--- src/rtl/dct2_4x4_seq_if.sv ---
// rtl/dct2_4x4_seq_if.sv - row-in / coefficient-column-out stream bundle for dct2_4x4_seq
interface dct2_4x4_seq_if;
    logic               in_valid;
    logic               in_ready;
    logic signed [11:0] in_data [0:3];
    logic               out_valid;
    logic               out_ready;
    logic signed [19:0] out_data [0:3];
    logic [1:0]         out_col;
    logic               out_last;
    logic               busy;

    modport master (
        output in_valid, in_data, out_ready,
        input  in_ready, out_valid, out_data, out_col, out_last, busy
    );

    modport slave (
        input  in_valid, in_data, out_ready,
        output in_ready, out_valid, out_data, out_col, out_last, busy
    );
endinterface

--- src/rtl/dct2_4x4_seq.sv ---
// rtl/dct2_4x4_seq.sv - 4x4 DCT-II with one shared 4-point core, row pass then column pass
module dct2_4_1 (
    input  logic signed [11:0] x_i  [0:3],
    output logic signed [19:0] ye_o [0:1],
    output logic signed [19:0] yo_o [0:1]
);
    logic signed [19:0] s0, s1, d0, d1;

    always_comb begin
        s0 = 20'(x_i[0]) + 20'(x_i[3]);
        s1 = 20'(x_i[1]) + 20'(x_i[2]);
        d0 = 20'(x_i[0]) - 20'(x_i[3]);
        d1 = 20'(x_i[1]) - 20'(x_i[2]);
        ye_o[0] = (s0 + s1) * 20'sd64;
        ye_o[1] = (s0 - s1) * 20'sd64;
        yo_o[0] = d0 * 20'sd83 + d1 * 20'sd36;
        yo_o[1] = d0 * 20'sd36 - d1 * 20'sd83;
    end
endmodule

module dct2_4x4_seq (
    input  logic           clk,
    input  logic           rst,
    dct2_4x4_seq_if.slave  io
);
    typedef enum logic {ST_ROW, ST_COL} state_e;

    state_e             state_q;
    logic [1:0]         row_cnt_q;
    logic [2:0]         col_cnt_q;
    logic signed [11:0] buf_q [0:3][0:3];
    logic               in_ready_q;
    logic               out_valid_q;
    logic               out_last_q;
    logic               busy_q;
    logic [1:0]         out_col_q;
    logic signed [19:0] out_data_q [0:3];

    logic signed [11:0] core_x  [0:3];
    logic signed [19:0] core_ye [0:1];
    logic signed [19:0] core_yo [0:1];
    logic signed [19:0] coef    [0:3];
    logic               issue;
    logic               out_hs;

    function automatic logic signed [11:0] round_sat(input logic signed [19:0] y);
        logic signed [20:0] r;
        r = (21'(y) + 21'sd128) >>> 8;
        if (r > 21'sd2047)
            return 12'sd2047;
        else if (r < -21'sd2048)
            return -12'sd2048;
        else
            return r[11:0];
    endfunction

    // Row pass transforms the live input; column pass replays the transpose buffer.
    always_comb begin
        for (int n = 0; n < 4; n++) begin
            core_x[n] = (state_q == ST_ROW) ? io.in_data[n] : buf_q[n][col_cnt_q[1:0]];
        end
    end

    dct2_4_1 u_core (
        .x_i  (core_x),
        .ye_o (core_ye),
        .yo_o (core_yo)
    );

    assign coef[0] = core_ye[0];
    assign coef[1] = core_yo[0];
    assign coef[2] = core_ye[1];
    assign coef[3] = core_yo[1];

    assign out_hs = out_valid_q && io.out_ready;
    assign issue  = (state_q == ST_COL) && !col_cnt_q[2] && (!out_valid_q || io.out_ready);

    always_ff @(posedge clk) begin
        if (rst) begin
            state_q     <= ST_ROW;
            row_cnt_q   <= '0;
            col_cnt_q   <= '0;
            in_ready_q  <= 1'b1;
            out_valid_q <= 1'b0;
            out_col_q   <= '0;
            out_last_q  <= 1'b0;
            busy_q      <= 1'b0;
            for (int k = 0; k < 4; k++) begin
                out_data_q[k] <= '0;
            end
        end else begin
            case (state_q)
                ST_ROW: begin
                    if (io.in_valid && in_ready_q) begin
                        for (int j = 0; j < 4; j++) begin
                            buf_q[row_cnt_q][j] <= round_sat(coef[j]);
                        end
                        busy_q    <= 1'b1;
                        row_cnt_q <= row_cnt_q + 2'd1;
                        if (row_cnt_q == 2'd3) begin
                            state_q    <= ST_COL;
                            col_cnt_q  <= '0;
                            in_ready_q <= 1'b0;
                        end
                    end
                end
                ST_COL: begin
                    // A new column may be loaded on the same edge the previous one is taken.
                    if (issue) begin
                        for (int k = 0; k < 4; k++) begin
                            out_data_q[k] <= coef[k];
                        end
                        out_col_q   <= col_cnt_q[1:0];
                        out_last_q  <= (col_cnt_q == 3'd3);
                        out_valid_q <= 1'b1;
                        col_cnt_q   <= col_cnt_q + 3'd1;
                    end else if (out_hs) begin
                        out_valid_q <= 1'b0;
                    end
                    if (out_hs && out_last_q) begin
                        state_q     <= ST_ROW;
                        out_valid_q <= 1'b0;
                        busy_q      <= 1'b0;
                        in_ready_q  <= 1'b1;
                        col_cnt_q   <= '0;
                    end
                end
                default: state_q <= ST_ROW;
            endcase
        end
    end

    assign io.in_ready  = in_ready_q;
    assign io.out_valid = out_valid_q;
    assign io.out_data  = out_data_q;
    assign io.out_col   = out_col_q;
    assign io.out_last  = out_last_q;
    assign io.busy      = busy_q;
endmodule

--- src/flat_wrapper.sv ---
// flat-port wrapper written by rule: the top's interface ports become plain ports
module dct2_4x4_seq_flat 
  (clk, rst, io_in_valid, io_in_data, io_out_ready, io_in_ready, io_out_valid, io_out_data, io_out_col, io_out_last, io_busy);
  dct2_4x4_seq_if io_i ();
  input  logic clk;
  input  logic rst;
  input wire logic [$bits(io_i.in_valid)-1:0] io_in_valid;
  input wire logic [$bits(io_i.in_data)-1:0] io_in_data;
  input wire logic [$bits(io_i.out_ready)-1:0] io_out_ready;
  output wire logic [$bits(io_i.in_ready)-1:0] io_in_ready;
  output wire logic [$bits(io_i.out_valid)-1:0] io_out_valid;
  output wire logic [$bits(io_i.out_data)-1:0] io_out_data;
  output wire logic [$bits(io_i.out_col)-1:0] io_out_col;
  output wire logic [$bits(io_i.out_last)-1:0] io_out_last;
  output wire logic [$bits(io_i.busy)-1:0] io_busy;
  assign io_i.in_valid = io_in_valid;
  assign io_i.in_data = {>>{io_in_data}};
  assign io_i.out_ready = io_out_ready;
  assign io_in_ready = io_i.in_ready;
  assign io_out_valid = io_i.out_valid;
  assign io_out_data = {>>{io_i.out_data}};
  assign io_out_col = io_i.out_col;
  assign io_out_last = io_i.out_last;
  assign io_busy = io_i.busy;
  dct2_4x4_seq u_core (.clk(clk), .rst(rst), .io(io_i));
endmodule
--- config.mk ---
export PLATFORM = sky130hd
export DESIGN_NAME = dct2_4x4_seq_flat
export DESIGN_NICKNAME = d
export VERILOG_FILES = /design/src/rtl/dct2_4x4_seq_if.sv /design/src/rtl/dct2_4x4_seq.sv /design/src/flat_wrapper.sv
export SDC_FILE = /design/constraint.sdc
export NUM_CORES = 1
export LEC_CHECK = 0
export CORE_MARGIN = 8
export CORE_UTILIZATION = 50
export CTS_CLUSTER_SIZE = 24
export DETAILED_ROUTE_END_ITERATION = 10
export PLACE_DENSITY_LB_ADDON = 0.08
export SLEW_MARGIN = 20
export SYNTH_ARGS = -nofsm -noshare
export SYNTH_HDL_FRONTEND = slang
export SYNTH_HIERARCHICAL = 1
export SYNTH_SLANG_ARGS = --single-unit
--- constraint.sdc ---
create_clock -name clk -period 9.75 [get_ports clk]
set_clock_uncertainty 0.15 [all_clocks]
set_input_delay 1.4625 -clock clk [delete_from_list [all_inputs] [get_ports clk]]
set_output_delay 1.4625 -clock clk [all_outputs]
set_load 0.02 [all_outputs]
==> flow_metrics.tcl <==
set metrics [dict create \
    drtAntennaViolNets 0 \
    async_flop_share 0 \
    highest_layer "met4" \
    hold_viol 0 \
    place_congestion 0.925 \
    worst_setup_path_end_kind "flop" \
    design_area_um2 25300 \
    cts-root-buf "clkbuf_16" \
    yosys_warnings 6 \
    whs_path_depth 2 \
    fill_cells 3616 \
    final_cells 2813 \
    worst_slew_pin_slew_ps 1050 \
    numCtsBuffers 31 \
    htreeDepth 1 \
    wl_met1_mm 27.9 \
    hp-class "reg -> reg" \
    antenna_cells 0 \
    grt_pass1_wl_mm 93.8 \
    cts_tree "done" \
    insertion_delay_ps 560 \
    final_cell_mix "234 x ha_1, 226 x inv_1, 192 x edfxtp_1" \
    crit_required_ps 9860 \
    layout_commonest_cell "ha_1" \
    std_cell_rows 76 \
    cap_violations 0 \
    grt_start_max_net_pins 70 \
    crit_slowest_cell "fa_1" \
    setup_viol 0 \
    yosysUniqueCellTypes 82 \
    synth_xor_area_frac 0.0656 \
    clk_pin_slew_ps 60 \
    placed_cells 2747 \
    run_status "complete, no violations" \
    firstDrtPassIters 5 \
    syn_inst 2009 \
    ys.flop_type "edfxtp_1" \
    core_um2 42800 \
    utilization 0.592 \
    area_delta_synth_final_pct 17.6 \
    avgSynthCellArea_um2 10.7 \
    drtIter0Drc 1340 \
    cp_max_fo 5 \
    io_pins 138 \
    synth_top_family_by_area "adder cells" \
    netlist_area_um2 21600 \
    grt_pass1_vias 15700 \
    vias 15900 \
    cts_hold_buf 0 \
    synthSimpleGateAreaFrac 0.0948 \
    synth-compound-area-share 0.0987 \
    cts.sinks 284 \
    antenna_found_initial 0 \
    wl_met2_mm 28.4 \
    muxShareOfSynthArea 0.118 \
    path_class "in -> reg" \
    via_per_inst 5.65 \
    period_share 0.960 \
    drive_above_1_share 0.148 \
    layout.nets 2609 \
    grt-ovfl-total 0 \
    slew_headroom 0.290 \
    yosysSeqAreaShare 0.353 \
    ys_seq_elements 284 \
    cp-start-kind "input pin" \
    crit_arrival_ps 9470 \
    met3_length_mm 3.99 \
    drc 0 \
    die_w_um 224 \
    synthAdderAreaFrac 0.209 \
    portBuffers 137 \
    slew_viol_final 0 \
    dpl-instance-area_um2 24200 \
    die_h_um 224 \
    start_util 0.504 \
    die-area_um2 50000 \
    wl_per_cell_um 21.9 \
    cts_max_path_buffers 3 \
    worstRegToRegCells 35 \
    synth_edf_count 192 \
    period_needed_ps 9360 \
    max_stage_delay_ps 520 \
    fmaxAchievable_mhz 107 \
    drt_wl_total_mm 61.7 \
    track_usage 0.243 \
    hpwl_mm 49.1 \
]
## flip-flops by register name, summed over array words and instances (netlist names)
register             flops
u_core/buf_q           192
u_core/col_cnt_q         3
u_core/io.busy           1
u_core/io.in_ready       1
u_core/io.out_col        2
u_core/io.out_data      80
u_core/io.out_last       1
u_core/io.out_valid      1
u_core/row_cnt_q         2
u_core/state_q           1
## metal layers
metal	GRT usage	vias to the layer above
li1	-	7532
met1	0.341	7774
met4	0.0633	0
met3	0.0370	76
met2	0.391	504
met5	0	-
## path summary, 6_finish.rpt
path / slack (ps) / startpoint / endpoint
hold reg to reg: 330 / u_core/col_cnt_q[2]$_SDFFE_PP0P_ / u_core/col_cnt_q[2]$_SDFFE_PP0P_
hold / removal: 330 / u_core/col_cnt_q[2]$_SDFFE_PP0P_ / u_core/col_cnt_q[2]$_SDFFE_PP0P_
setup / recovery: 390 / io_in_data[24] / u_core/buf_q[1][26]$_DFFE_PP_
setup reg to reg: 660 / u_core/col_cnt_q[0]$_SDFFE_PP0P_ / u_core/buf_q[1][26]$_DFFE_PP_
## final cells by class
type	count	area (um2)	share of cell area
tap	546	683	0.0269
timing repair buffer	277	2440	0.0964
clock buffer	33	783	0.0309
clock inverter	23	214	0.00844
inverter	227	852	0.0336
sequential	284	7610	0.300
multi-input combinational	1423	12800	0.503
## per-stage QoR
step                      TNS (ps)  setup WS, ps  hold slack [ps]
after floorplan                  0           413              295
after global placement       -3920          -134              311
after detailed placement    -16080          -298              314
after CTS                        0           264              323
after global routing         -27.2         -6.91              356
final                            0           391              328
## cell families (layout without fill, tap and decap cells)
logic type	after synthesis	count (layout)
other	1	12
adders and majority gates	313	313
AOI/OAI and AO/OA	323	323
buffers and inverters	313	560
DFF	284	284
xor gates and xnor gates	160	160
and+or+nand+nor	427	427
muxes	188	188
## critical path, delay by kind of cell
family	cells	cell delay, ps
AO/OA/AOI/OAI	13	2610
XOR/XNOR	2	290
adder cells (fa/ha/maj)	9	3380
buffers and inverters	6	920
multiplexers	1	280
AND/OR/NAND/NOR	3	520
## Yosys cell counts, drive strengths merged, types with 14 or more instances
| library cell | count | area [um2] |
|---|---|---|
| a211oi | 14 | 110 |
| a21o | 25 | 189 |
| a21oi | 100 | 504 |
| buf | 44 | 305 |
| clkbuf | 42 | 159 |
| dfxtp | 92 | 1840 |
| edfxtp | 192 | 5770 |
| fa | 78 | 1560 |
| ha | 235 | 2940 |
| inv | 227 | 852 |
| mux2 | 50 | 563 |
| mux2i | 90 | 901 |
| mux4 | 48 | 1080 |
| nand2 | 68 | 255 |
| nand2b | 17 | 106 |
| nand3 | 42 | 215 |
| nor2 | 168 | 631 |
| nor2b | 22 | 138 |
| nor3 | 36 | 180 |
| o21a | 18 | 135 |
| o21ai | 59 | 299 |
| o21bai | 21 | 158 |
| xnor2 | 103 | 902 |
| xor2 | 56 | 490 |
## what timing repair did
| action | in CTS | in global routing |
|---|---|---|
| setup endpoints to repair | 0 | 82 |
| setup buffers | 0 | 10 |
| resized for setup | 0 | 15 |
| hold endpoints to repair | 0 | 0 |
Power is not shown: default switching activity piles up to over one toggle a cycle in this logic, so the estimate is an artifact.
